### src/rtl/fmap_pixel_streamer_pkg.sv
// Shared definitions for the feature-map pixel streamer: pixel width, FSM encoding,
// default map dimensions and a counter-width helper.
package fmap_pixel_streamer_pkg;

  localparam int INT8_W      = 8;
  localparam int DEF_COL_NUM = 128;
  localparam int DEF_ROW_NUM = 128;

  typedef enum logic [1:0] {
    ST_IDLE  = 2'd0,
    ST_RUN   = 2'd1,
    ST_DRAIN = 2'd2,
    ST_DONE  = 2'd3
  } state_t;

  // Counter width that stays >= 1 for degenerate single-entry dimensions.
  function automatic int cnt_w(input int n);
    return (n > 1) ? $clog2(n) : 1;
  endfunction

endpackage

### src/rtl/fmap_pixel_streamer_raster_cnt.sv
// Column/row raster counter over an output frame (pad border included).
// Also used by the conv-side line counters.
module fmap_raster_cnt
  import fmap_pixel_streamer_pkg::*;
#(
  parameter int COLS = 4,
  parameter int ROWS = 3,
  parameter int PAD  = 0,
  localparam int CW  = cnt_w(COLS),
  localparam int RW  = cnt_w(ROWS)
) (
  input  logic          clk,
  input  logic          rst,
  input  logic          en,
  output logic [CW-1:0] c,
  output logic [RW-1:0] r,
  output logic          last_col,
  output logic          last_pix,
  output logic          is_pad
);

  assign last_col = (c == CW'(COLS - 1));
  assign last_pix = last_col && (r == RW'(ROWS - 1));

  generate
    if (PAD > 0) begin : g_pad
      assign is_pad = (c < CW'(PAD)) || (c >= CW'(COLS - PAD)) ||
                      (r < RW'(PAD)) || (r >= RW'(ROWS - PAD));
    end else begin : g_nopad
      assign is_pad = 1'b0;
    end
  endgenerate

  always_ff @(posedge clk or posedge rst) begin
    if (rst) begin
      c <= '0;
      r <= '0;
    end else if (en) begin
      if (last_col) begin
        c <= '0;
        r <= last_pix ? '0 : r + RW'(1);
      end else begin
        c <= c + CW'(1);
      end
    end
  end

endmodule

### src/rtl/fmap_pixel_streamer.sv
// Streams one stored INT8 feature map out of a sync RAM in raster order, optionally
// wrapped in a zero border, with ready/valid backpressure and frame/line flags.
module fmap_pixel_streamer
  import fmap_pixel_streamer_pkg::*;
#(
  parameter int WIDTH   = INT8_W,
  parameter int COL_NUM = DEF_COL_NUM,
  parameter int ROW_NUM = DEF_ROW_NUM,
  parameter int PAD     = 0,
  parameter int ADDR_W  = 14
) (
  input  logic                    clk,
  input  logic                    rst,
  input  logic                    start,
  output logic                    busy,
  output logic                    done,
  output logic                    rd_en,
  output logic [ADDR_W-1:0]       rd_addr,
  input  logic signed [WIDTH-1:0] rd_data,
  input  logic                    ready,
  output logic                    valid_out,
  output logic signed [WIDTH-1:0] dout,
  output logic                    sof,
  output logic                    eol,
  output logic                    eof
);

  localparam int OUT_COLS = COL_NUM + 2 * PAD;
  localparam int OUT_ROWS = ROW_NUM + 2 * PAD;
  localparam int CW       = cnt_w(OUT_COLS);
  localparam int RW       = cnt_w(OUT_ROWS);

  state_t state, state_nxt;

  logic [CW-1:0] c;
  logic [RW-1:0] r;
  logic          last_col, last_pix, is_pad;
  logic          adv, issue;
  logic          s1_valid, s1_pad, s1_sof, s1_eol, s1_eof;

  // Everything downstream of the counters advances together, so a stall freezes
  // the whole pipe and the RAM holds its last read data.
  assign adv   = ready | ~valid_out;
  assign issue = (state == ST_RUN) && adv;
  assign rd_en = issue && !is_pad;
  assign busy  = (state == ST_RUN) || (state == ST_DRAIN);
  assign done  = (state == ST_DONE);

  fmap_raster_cnt #(
    .COLS (OUT_COLS),
    .ROWS (OUT_ROWS),
    .PAD  (PAD)
  ) u_cnt (
    .clk      (clk),
    .rst      (rst),
    .en       (issue),
    .c        (c),
    .r        (r),
    .last_col (last_col),
    .last_pix (last_pix),
    .is_pad   (is_pad)
  );

  always_ff @(posedge clk or posedge rst) begin
    if (rst) state <= ST_IDLE;
    else     state <= state_nxt;
  end

  always_comb begin
    state_nxt = state;
    unique case (state)
      ST_IDLE:  if (start) state_nxt = ST_RUN;
      ST_RUN:   if (issue && last_pix) state_nxt = ST_DRAIN;
      ST_DRAIN: if (valid_out && ready && eof) state_nxt = ST_DONE;
      ST_DONE:  state_nxt = ST_IDLE;
    endcase
  end

  // Running address: interior pixels are read in storage order, so +1 per read.
  always_ff @(posedge clk or posedge rst) begin
    if (rst)                  rd_addr <= '0;
    else if (state == ST_IDLE) rd_addr <= '0;
    else if (rd_en)           rd_addr <= rd_addr + ADDR_W'(1);
  end

  always_ff @(posedge clk or posedge rst) begin
    if (rst) begin
      s1_valid <= 1'b0;
      s1_pad   <= 1'b0;
      s1_sof   <= 1'b0;
      s1_eol   <= 1'b0;
      s1_eof   <= 1'b0;
    end else if (adv) begin
      s1_valid <= issue;
      s1_pad   <= is_pad;
      s1_sof   <= issue && (c == '0) && (r == '0);
      s1_eol   <= issue && last_col;
      s1_eof   <= issue && last_pix;
    end
  end

  always_ff @(posedge clk or posedge rst) begin
    if (rst) begin
      valid_out <= 1'b0;
      dout      <= '0;
      sof       <= 1'b0;
      eol       <= 1'b0;
      eof       <= 1'b0;
    end else if (adv) begin
      valid_out <= s1_valid;
      dout      <= s1_pad ? '0 : rd_data;
      sof       <= s1_valid && s1_sof;
      eol       <= s1_valid && s1_eol;
      eof       <= s1_valid && s1_eof;
    end
  end

endmodule

### config.mk
export PLATFORM = sky130hd
export DESIGN_NAME = fmap_pixel_streamer
export DESIGN_NICKNAME = d
export VERILOG_FILES = /design/src/rtl/fmap_pixel_streamer_pkg.sv /design/src/rtl/fmap_pixel_streamer_raster_cnt.sv /design/src/rtl/fmap_pixel_streamer.sv
export SDC_FILE = /design/constraint.sdc
export NUM_CORES = 1
export LEC_CHECK = 0
export CORE_UTILIZATION = 52
export CTS_CLUSTER_DIAMETER = 30
export CTS_CLUSTER_SIZE = 30
export DETAILED_ROUTE_END_ITERATION = 8
export GPL_TIMING_DRIVEN = 0
export PLACE_DENSITY = 0.91
export RECOVER_POWER = 100
export SETUP_SLACK_MARGIN = 0.02
export SYNTH_ARGS = -nofsm -noshare
export SYNTH_HDL_FRONTEND = slang
export SYNTH_SLANG_ARGS = --single-unit
### constraint.sdc
create_clock -name clk -period 2.1 [get_ports clk]
set_input_delay 0.21 -clock clk [delete_from_list [all_inputs] [get_ports clk]]
set_output_delay 0.21 -clock clk [all_outputs]
set_load 0.02 [all_outputs]
# ---- Yosys cells after proc, flatten, opt, wreduce, memory -nomap -nowiden
# Index checks and enable logic that the tools add are counted.
dict set report totals {
  ff_bits 46
  in_bits 12
  elab_cells 52
}
dict set report op_classes {
  n_addsub 3
  n_eq_ne 8
  muxes 8
  bitwise_logic 2
  n_reduce_logical 18
}
# cell n
set ops {}
lappend ops {{$mux W14} 2}
lappend ops {{$add A14 B1 Y14 const B} 1}
lappend ops {{$add A7 B1 Y7 const B} 2}
lappend ops {{$eq A7 B7 Y1 const B} 2}
lappend ops {{$logic_not A7 Y1} 2}
lappend ops {{$mux W7} 2}
lappend ops {{$logic_and A1 B1 Y1} 11}
lappend ops {{$pmux W2 S4} 1}
lappend ops {{$mux W2} 3}
lappend ops {{$eq A2 B2 Y1 const B} 2}
lappend ops {{$ne A2 B1 Y1 const B} 2}
lappend ops {{$reduce_and A3 Y1} 1}
lappend ops {{$eq A2 B1 Y1 const B} 1}
lappend ops {{$logic_not A2 Y1} 1}
lappend ops {{$ne A2 B2 Y1 const B} 1}
lappend ops {{$reduce_and A2 Y1} 1}
lappend ops {{$reduce_bool A2 Y1} 1}
lappend ops {{$logic_or A1 B1 Y1} 1}
lappend ops {{$not A1 Y1} 1}
lappend ops {{$or A1 B1 Y1} 1}

# ---- Depth between registers and ports, before layout
# Gate-level depths: netlist of run 1.
dict set report logic_depth {
  depth_word 6
  depth_mapped 7
  depth_no_buf 6
}

# ---- Modules after synthesis
# A second synthesis of run 1 with hierarchy kept.
dict set report hier_totals {
  hier_cells 233
  area_unflattened_um2 2349.8
}
# mod n_inst cells_per_inst area_each_um2 seq_area_each_um2
set by_module_without_submodules {}
lappend by_module_without_submodules {fmap_pixel_streamer 1 168 1645.3 825.8}
lappend by_module_without_submodules {fmap_raster_cnt 1 65 704.4 350.3}

# ---- Least setup slack after synthesis of run 1
# No wires, ideal clock.
dict set report synth_timing {
  path_kind {register to register}
  start {register state[1]}
  end {register rd_addr[13]}
  setup_ns 0.078
  arrival_time_ns 1.816
  required_time_ns 2.022
  path_slack_ns 0.206
  stages_incl_launch_ff 8
  cell_sequence {dfrtp_1 inv_1 ha_1 nand2_1 or3_1 buf_2 or4_1 a21oi_1}
}
dict set report synth_via {
  elab_chain_cells 3
  elab_cells_between_ends 5
}
# element line
set synth_rtl {}
lappend synth_rtl {{start, declared} fmap_pixel_streamer.sv:33} ;# state_t state, state_nxt;
lappend synth_rtl {{start signal, assigned} fmap_pixel_streamer.sv:66} ;# else state <= state_nxt;
lappend synth_rtl {{$eq A2 B1 Y1} fmap_pixel_streamer.sv:44} ;# assign issue = (state == ST_RUN) && adv;
lappend synth_rtl {{$logic_and A1 B1 Y1} fmap_pixel_streamer.sv:44}
lappend synth_rtl {{$reduce_bool A2 Y1 (no source line)} --}
lappend synth_rtl {{end signal, assigned} fmap_pixel_streamer.sv:83} ;# else if (rd_en) rd_addr <= rd_addr + ADDR_W'(1);
lappend synth_rtl {{end, declared} fmap_pixel_streamer.sv:18} ;# output logic [ADDR_W-1:0] rd_addr,
# Parallel ways exist; a longest one is shown, timed or not.
# A chain may end at the register's enable or synchronous reset.

# ---- Final worst setup path of run 1
dict set report layout_timing {
  start {register state[1]}
  end {register rd_addr[11]}
}
# Same word-level chain as after synthesis.

==> results of run 1 <==
## worst reg2reg max path, delay by kind of cell, from the launching register on
kind | cells | cell delay (ps)
AND/OR/NAND/NOR | 3 | 990
flip-flops | 1 | 420
buffers and inverters | 2 | 260
adder cells (fa/ha/maj) | 1 | 160
AO/OA/AOI/OAI | 1 | 140
## metrics by stage
step                      setup WS [ps]  cell area, sq um
after floorplan                     206              2230
after global placement             -152              2690
after detailed placement           -155              2710
after CTS                          30.2              2800
after global routing               8.35              2800
final                              72.3              2800
## logic make-up (layout without fill, tap and decap cells)
group           count (synthesis)  count (layout)  synth area share (%)
flops                          46              46                  51.7
simple gates                  110             110                  24.8
compound gates                 33              33                  8.98
fa+ha+maj                      10              10                  5.61
buf+inv                        20              69                  3.48
xor+xnor                       14              14                  5.50
## cell type report
cell class              count  area (sq um)
fillers                   323          1260
repair buffers             41           405
clock buffers               5          68.8
flip-flops and latches     46          1150
clock inverters             3          21.3
inverters                  12          46.3
well taps                  50          62.6
multi-input cells         167          1000
plain buffers               8          36.3
## power by group through the flow
| stage | Combinational, mW | Sequential [mW] | Clock (mW) |
|---|---|---|---|
| finish | 0.699 | 1.21 | 0.544 |
| global route | 0.786 | 1.24 | 0.593 |
| CTS | 0.737 | 1.22 | 0.561 |
| detailed placement | 0.736 | 1.23 | 0 |
| global placement | 0.706 | 1.22 | 0 |
| floorplan | 0.344 | 1.31 | 0 |
## synth_stat cells (2+ instances only)
cell type / n
a21oi_1: 9
a311oi_1: 2
and3_1: 6
and4_1: 3
buf_2: 2
clkbuf_1: 5
dfrtp_1: 46
ha_1: 10
inv_1: 11
nand2_1: 50
nand2b_1: 2
nand3_1: 12
nand4_1: 7
nor2_1: 10
nor2b_1: 2
nor4_1: 3
nor4b_1: 2
o21ai_0: 11
o31ai_1: 4
or3_1: 4
or4_1: 4
xnor2_1: 9
xor2_1: 5
## flip-flops by register name (all words and copies together), names as in the netlist, 2 cells and up
| signal | flops |
|---|---|
| dout | 8 |
| rd_addr | 14 |
| state | 2 |
| u_cnt.c | 7 |
| u_cnt.r | 7 |
## worst paths after layout
check                           cells past startpoint          end        from
worst max register to register                      7  rd_addr[11]    state[1]
worst min-delay path                                2      dout[6]         rst
max in group asynchronous                           3   u_cnt.c[6]         rst
worst min register to register                      2      dout[1]     dout[1]
worst max-delay path                                7  rd_addr[11]    state[1]
min in group clk                                    3      dout[0]  rd_data[0]
## per-layer routing
layer  up-vias  wire (um)
met5         -          0
met4         0        123
met3        12        147
met2        43       2130
met1       865       2070
li1        901          -
## repair_timing
action	CTS	global route
pin swaps	0	1
setup buffers	0	0
resized for setup	3	8
endpoints found under the setup margin	6	7
==> impl_metrics.json, run 1 <==
{
  "clockBufferDepth": 2,
  "grt_pass1_vias": 1686,
  "viasPerCell": 5.48,
  "period_minus_slack_ps": 2030,
  "worstMarginPinSlew_ps": 914,
  "worstPathMaxFanout": 7,
  "crit_slowest_cell": "or4_4",
  "status": "finished, final reports clean",
  "initial_utilization_pct": 54.9,
  "ys_ff_latch": 46,
  "relSlewSlack_pct": 39.0,
  "power_mw": 2.45,
  "hp-class": "input pin to async pin",
  "area_delta_synth_final_pct": 25.5,
  "met3_usage_pct": 4.73,
  "die_x_um": 67.5,
  "n_antenna_cell": 0,
  "drt-initial-drc-count": 91,
  "clk-insertion-delay-late_ps": 310,
  "first_pass_iters": 4,
  "syn-cell-area_sq_um": 2230,
  "async_flop_share_pct": 100,
  "required_ps": 2350,
  "grt_use_met2_pct": 35.9,
  "most-common-layout-cells": "50 x nand2_1, 46 x dfrtp_1, 28 x dlygate4sd3_1",
  "synth_ff_type": "dfrtp_1",
  "drt_wl_total_mm": 4.47,
  "arrival_ps": 2280,
  "critPathLaunchType": "register",
  "drive_gt1_share_pct": 6.38,
  "cellLeakagePower_nw": 1.30,
  "p_int_mw": 1.60,
  "htree_levels": 2,
  "drv_cap": 0,
  "power_frac_seq_pct": 49.3,
  "grt_pass1_wl_mm": 7.33,
  "grt_overflow": 0,
  "power_frac_comb_pct": 28.5,
  "clock_skew_ps": 11.5,
  "grt_setup_unrepaired": "true",
  "antenna_found_initial": 0,
  "netSwitchingPower_mw": 0.856,
  "dieArea_sq_um": 4550,
  "dp_hpwl_mm": 3.29,
  "io_buffers": 40,
  "cts_sinks": 46,
  "syn-mean-instance-area_sq_um": 9.56,
  "final_nets": 303,
  "ant_nets": 0,
  "wire_per_inst_um": 13.5,
  "synth_nets": 255,
  "worstPathBufferInverterCount": 2,
  "clkTransAtPathRegs_ps": 90,
  "path_class": "register to register",
  "grt_max_degree": 39,
  "cts_hold_buf": 0,
  "via_count": 1821,
  "post-route-util_pct": 68.9,
  "drv_slew": 0,
  "std_cell_rows": 23,
  "setup_viol": 0,
  "tritoncts": "yes",
  "grt_use_met1_pct": 27.0,
  "place.gp.congestion": 0.872,
  "die_h_um": 67.5,
  "grt_usage_pct": 22.2,
  "gr-max-usage-layer": "met2",
  "syn_inst": 233,
  "tns_ps": 0,
  "fmax_mhz": 493,
  "slowest_delay_ps": 510,
  "yosys_warnings": 0,
  "fin_cells": 332,
  "ios": 41,
  "hold_viol_final": 0,
  "drc": 0,
  "yosysTopAreaCell": "dfrtp_1",
  "synth_enable_flop_cells": 0,
  "numCtsBuffers": 5,
  "seq_area_frac_synth_pct": 51.7,
  "clockPowerShare_pct": 22.2,
  "cts_root_buf": "clkbuf_8",
  "ys_types": 37,
  "swShare_pct": 34.9,
  "yosys.area.top_type_share_pct": 51.7,
  "place_inst": 324,
  "synthTopCellsByArea": "dfrtp_1 52%, nand2_1 8.4%, ha_1 5.6%",
  "powerDensity_nw_per_um2": 877,
  "worstSetupEndpointType": "register",
  "whs_ps": 278,
  "crit_family": "simple AND/OR/NAND/NOR gates",
  "core_area_sq_um": 4060,
  "crit_chain": "inv_2, ha_1, nand2_1, or3_4, buf_4, or4_4, a21oi_2",
  "max-vdd-ir-drop_mv": 0.416,
  "finalCritPeriodShare_pct": 96.6,
  "final_common_cell": "nand2_1",
  "r2r_slack_ps": 70
}
Power figures use the tool's default switching activity.
==> inputs of run 2 (changes only) <==
Settings changed: ABC_AREA from default to 1.
==> run 2 against run 1 <==
  * Flip-flop and latch count did not move
  * Highest routed layer unchanged
  * Wire length rose by 8.7%
  * Combinational power is 44% higher
  * Design area up 2.6%
==> impl_metrics.json, run 2 <==
{
  "status": "finished, final reports clean",
  "die_h_um": 69.1,
  "synth_common_cells": "84 x nand2_1, 46 x dfrtp_1, 32 x nor2_1",
  "finalCritPeriodShare_pct": 92.7,
  "yosys.area.top_type_share_pct": 49.2,
  "area_delta_synth_final_pct": 22.6,
  "drt-initial-drc-count": 105,
  "reg_top3": "rd_addr (14), dout (8)",
  "yosysMostFrequentCell": "nand2_1",
  "syn-mean-instance-area_sq_um": 8.30,
  "yosysTopAreaCell": "dfrtp_1",
  "clkTransAtPathRegs_ps": 80,
  "synthTopCellsByArea": "dfrtp_1 49%, nand2_1 13%, ha_1 5.3%",
  "io_buffers": 40,
  "initial_utilization_pct": 53.7,
  "cellLeakagePower_nw": 1.44,
  "grt_pass1_wl_mm": 8.62,
  "numCtsBuffers": 5,
  "dp_hpwl_mm": 3.62,
  "post-route-util_pct": 65.9,
  "arrival_ps": 1740,
  "tritoncts": "yes",
  "seq_area_frac_synth_pct": 49.2,
  "first_pass_iters": 4,
  "hold_viol_final": 0,
  "crit_chain": "inv_1, ha_1, nand2_8, inv_6, buf_4, clkbuf_2",
  "worstPathBufferInverterCount": 4,
  "grt_max_degree": 36,
  "async_flop_share_pct": 100,
  "htree_levels": 2,
  "synth_nets": 304,
  "std_cell_rows": 24,
  "period_minus_slack_ps": 1950,
  "top_register": "rd_addr",
  "fmax_mhz": 514,
  "worstMarginPinSlew_ps": 835,
  "relSlewSlack_pct": 44.3,
  "crit_start": "state[1]",
  "required_ps": 1890,
  "setup_viol": 0,
  "ios": 41,
  "final_area_sq_um": 2870,
  "r2r-start": "state[1]",
  "grt_setup_unrepaired": "false",
  "seq_area_sq_um": 1150,
  "cts_root_buf": "clkbuf_8",
  "ys_types": 30,
  "cts_hold_buf": 0,
  "final_common_cell": "nand2_1",
  "viasPerCell": 5.16,
  "synth_ff_type": "dfrtp_1",
  "cts_sinks": 46,
  "place.gp.congestion": 0.829,
  "yosys_warnings": 0,
  "crit_family": "buffers and inverters",
  "clk-insertion-delay-late_ps": 300,
  "drt_wl_total_mm": 4.86,
  "most-common-layout-cells": "87 x nand2_1, 46 x dfrtp_1, 34 x nor2_1",
  "grt_pass1_vias": 1958,
  "antenna_found_initial": 0,
  "core_area_sq_um": 4350,
  "grt_overflow": 0,
  "path_class": "register to output port",
  "worstSetupEndpointType": "output port",
  "placed_area_sq_um": 2830,
  "multiInputGateArea_sq_um": 1020,
  "grt_usage_pct": 22.7,
  "final_nets": 352,
  "slowest_delay_ps": 420,
  "ys_ff_latch": 46,
  "die_x_um": 69.1,
  "via_count": 1977,
  "drive_gt1_share_pct": 6.34,
  "syn_inst": 282,
  "clockBufferDepth": 2,
  "wire_per_inst_um": 12.7,
  "max-vdd-ir-drop_mv": 0.846,
  "drc": 0,
  "dieArea_sq_um": 4770,
  "n_antenna_cell": 0,
  "syn-cell-area_sq_um": 2340,
  "cts.repair.resized": 2,
  "drv_slew": 0,
  "worstPathMaxFanout": 10,
  "critPathLaunchType": "register",
  "crit_slowest_cell": "dfrtp_1",
  "drv_cap": 0,
  "cts_setup_buffers": 0,
  "powerDensity_nw_per_um2": 949,
  "largest_reg_flops": 14,
  "fill_cells": 345,
  "hp-class": "input pin to async pin",
  "ant_nets": 0,
  "clock_skew_ps": 2.35,
  "synth_enable_flop_cells": 0
}
-- run 2: cell types whose count changed in the layout (fill, tap and decap cells not counted), sizes merged, moves of 6 or more --
cell and change:
inv +18, and3 -6, nor2 +26, nand2 +39, nand3 +10, xnor2 -7
-- run 2: layer usage --
layer | routed length (um) | up-vias | track usage, %
met5 | 0 | - | 0
met4 | 104 | 0 | 10.7
met3 | 240 | 12 | 5.26
met2 | 2310 | 60 | 35.1
met1 | 2200 | 908 | 30.2
li1 | - | 997 | -
-- run 2: area by class of cell --
class | instances | share of cell area, %
flip-flops and latches | 46 | 40.1
multi-input cells | 202 | 35.6
repair buffers | 41 | 14.0
inverters | 30 | 4.14
clock buffers | 7 | 3.01
well taps | 52 | 2.27
plain buffers | 4 | 0.698
clock inverters | 1 | 0.174
-- run 2: logic make-up after synthesis --
family / synth area share (%)
compound gates: 5.51
xor+xnor: 2.25
fa+ha+maj: 5.35
buf+inv: 5.94
flops: 49.2
simple gates: 31.8
-- run 2: report_power, final --
group	internal [mW]	switching (mW)
Combinational	0.378	0.633
Clock	0.266	0.288
Sequential	1.03	0.129
-- run 2: worst paths after layout --
kind	cells after the start	end	slack, ps
setup / recovery	6	rd_en	150
hold / removal	2	rd_addr[13]	340
setup reg to reg	8	rd_addr[9]	220
hold reg to reg	2	dout[0]	470
max in group asynchronous	3	u_cnt.r[0]	610
min in group clk	3	dout[4]	450
-- run 2: per-stage QoR --
stage	TNS (ps)	worst slack (ps)	hold slack, ps	std cells	power [mW]
after floorplan	0	687	327	282	1.86
after CTS	0	40.7	164	383	2.81
after detailed placement	0	9.67	458	375	2.25
final	0	153	337	383	2.72
after global placement	-4030	-89.1	453	374	2.20
after global routing	0	73.9	380	383	2.94
==> inputs of run 3 (changes only) <==
Settings changed: ABC_CLOCK_PERIOD_IN_PS from default to 2100, CORE_UTILIZATION 52 to 53, PLACE_DENSITY 0.91 to 0.92, SYNTH_HIERARCHICAL from default to 1.
==> run 3 against run 2 <==
  * Area after synthesis up 4.4%
  * Register-to-register slack about the same
  * Worst hold slack better by 34 ps
  * Clock power up 22%
  * Worst setup slack worse by 31 ps
  * Flip-flop and latch count up 1
  * Clock skew up 12 ps
  * Design area up 5.0%
  * Sequential power up 4%
  * Non-clock buffer count unchanged
==> impl_metrics.json, run 3 <==
{
  "hold_viol_final": 0,
  "period_minus_slack_ps": 1980,
  "tns_ps": 0,
  "htree_levels": 2,
  "max-vdd-ir-drop_mv": 0.488,
  "yosysTopAreaCell": "dfrtp_1",
  "syn_inst": 309,
  "cts_hold_buf": 0,
  "tritoncts": "yes",
  "crit_family": "buffers and inverters",
  "hp-class": "input pin to async pin",
  "reg_top3": "rd_addr (14), dout (8)",
  "place_inst": 401,
  "relSlewSlack_pct": 40.5,
  "grt_max_degree": 34,
  "viasPerCell": 5.21,
  "grt_usage_pct": 22.6,
  "final_nets": 378,
  "critPathLaunchType": "register",
  "worstSetupEndpointType": "output port",
  "ant_nets": 0,
  "yosys_warnings": 6,
  "setup_viol": 0,
  "worstPathMaxFanout": 4,
  "async_flop_share_pct": 100,
  "numCtsBuffers": 5,
  "fmax_mhz": 506,
  "via_count": 2137,
  "synth_common_cells": "82 x nand2_1, 47 x dfrtp_1, 44 x nor2_1",
  "clockBufferDepth": 2,
  "first_pass_iters": 4,
  "synth_ff_type": "dfrtp_1",
  "yosysMostFrequentCell": "nand2_1",
  "fin_cells": 410,
  "wire_per_inst_um": 12.5,
  "most-common-layout-cells": "83 x nand2_1, 47 x dfrtp_1, 45 x nor2_1",
  "crit_slowest_cell": "clkdlybuf4s50_1",
  "worstPathBufferInverterCount": 2,
  "synth_enable_flop_cells": 0,
  "grt_pass1_vias": 2023,
  "worstMarginPinSlew_ps": 893,
  "place.gp.congestion": 0.826,
  "grt_overflow": 0,
  "seq_area_frac_synth_pct": 48.2,
  "grt_setup_unrepaired": "false",
  "ios": 41,
  "crit_chain": "inv_1, ha_1, clkdlybuf4s50_1",
  "r2r_slack_ps": 210,
  "cts_root_buf": "clkbuf_8",
  "drv_cap": 0,
  "arrival_ps": 1770,
  "n_antenna_cell": 0,
  "syn-cell-area_sq_um": 2440,
  "top_register": "rd_addr",
  "die_x_um": 69.9,
  "r2r-start": "state[1]",
  "fill_cells": 359,
  "cts_setup_buffers": 0,
  "finalCritPeriodShare_pct": 94.2,
  "yosys.area.top_type_share_pct": 48.2,
  "dieArea_sq_um": 4880,
  "slowest_delay_ps": 620,
  "area_delta_synth_final_pct": 23.4,
  "drt-initial-drc-count": 156,
  "cp_num_cells": 3,
  "rr_worst_depth": 10,
  "dp_hpwl_mm": 3.69,
  "io_buffers": 40,
  "syn-mean-instance-area_sq_um": 7.90,
  "drive_gt1_share_pct": 6.42,
  "ys_types": 35,
  "clk-insertion-delay-late_ps": 310,
  "antenna_found_initial": 0,
  "drv_slew": 0,
  "drt_wl_total_mm": 5.13,
  "path_class": "register to output port",
  "ys_ff_latch": 47,
  "largest_reg_flops": 14,
  "synthTopCellsByArea": "dfrtp_1 48%, nand2_1 13%, nor2_1 6.8%",
  "clkTransAtPathRegs_ps": 90,
  "synth_nets": 330,
  "required_ps": 1890,
  "cts_sinks": 47,
  "core_area_sq_um": 4380,
  "initial_utilization_pct": 55.7,
  "cellLeakagePower_nw": 1.54,
  "powerDensity_nw_per_um2": 959,
  "std_cell_rows": 24,
  "grt_pass1_wl_mm": 8.69,
  "drc": 0,
  "final_common_cell": "nand2_1",
  "clock_skew_ps": 14.3,
  "die_h_um": 69.9,
  "timing.rr.end": "u_cnt/r[2]",
  "status": "finished, final reports clean"
}
## run 3: cell count changes after synthesis, sizes merged, moves of 2 or more
| cell | delta |
|---|---|
| nor2 | +12 |
| nand3 | +11 |
| inv | +8 |
| nand4 | -6 |
| nor3 | -2 |
| nor3b | +2 |
| o21ai | +2 |
## run 3: what timing repair did
item	4_1_cts	5_1_grt
endpoints found under the setup margin	1	1
resized for setup	1	1
endpoints found under the hold margin	0	0
## run 3: worst max-delay path by stage
| stage | start | end |
|---|---|---|
| after floorplan | state[1] | u_cnt/r[2] |
| after global placement | ready | rd_en |
| after detailed placement | ready | rd_en |
| after CTS | state[1] | rd_en |
| after global routing | state[1] | rd_en |
| final | state[0] | busy |
## run 3: power by group
| part | leakage (nW) | switching (mW) | internal, mW |
|---|---|---|---|
| Clock | 0.0548 | 0.319 | 0.359 |
| Combinational | 0.869 | 0.627 | 0.378 |
| Sequential | 0.619 | 0.145 | 1.06 |
| Total | 1.54 | 1.09 | 1.80 |
## run 3: cell type report
class	count	area [sq um]	area share, %
flip-flops and latches	47	1180	39.0
inverters	39	151	5.02
repair buffers	41	403	13.4
multi-input cells	219	1080	36.0
plain buffers	4	18.8	0.623
clock inverters	3	46.3	1.54
well taps	52	65.1	2.16
clock buffers	5	68.8	2.28
## run 3: cell families after synthesis
logic type      Yosys count  share of synthesized area (%)
other cells               1                          0.154
buf+inv                  43                           7.07
xor+xnor                  4                           1.43
compound gates           24                           5.12
flops                    47                           48.2
simple gates            180                           33.0
fa+ha+maj                 9                           4.61
mux                       1                          0.461
## run 3: per-stage QoR
stage / instance area (sq um) / total power [mW] / hold WS [ps] / utilization, % / worst slack [ps]
4_1_cts: 3020 / 2.95 / 309 / 68.9 / 101
2_1_floorplan: 2440 / 1.89 / 99.2 / - / 502
5_1_grt: 3010 / 3.08 / 390 / 68.7 / 28.1
6_report: 3010 / 2.89 / 371 / 68.7 / 123
3_3_place_gp: 2910 / 2.22 / 461 / 66.3 / 85.2
3_5_place_dp: 2910 / 2.26 / 466 / 66.3 / 83.4
## run 3: routing by layer
layer	up-vias	track usage (%)	share of wire, %
met5	-	0	0
met4	0	10.0	2.4
met3	13	4.91	4.3
met2	55	38.1	50
met1	995	27.9	43
li1	1074	-	-
## run 3: worst reg2reg max path, delay by kind of cell, from the launching register on
kind	cells	cell delay (ps)
AND/OR/NAND/NOR	5	620
buffers and inverters	3	410
flip-flops	1	420
AO/OA/AOI/OAI	1	130
adder cells (fa/ha/maj)	1	240
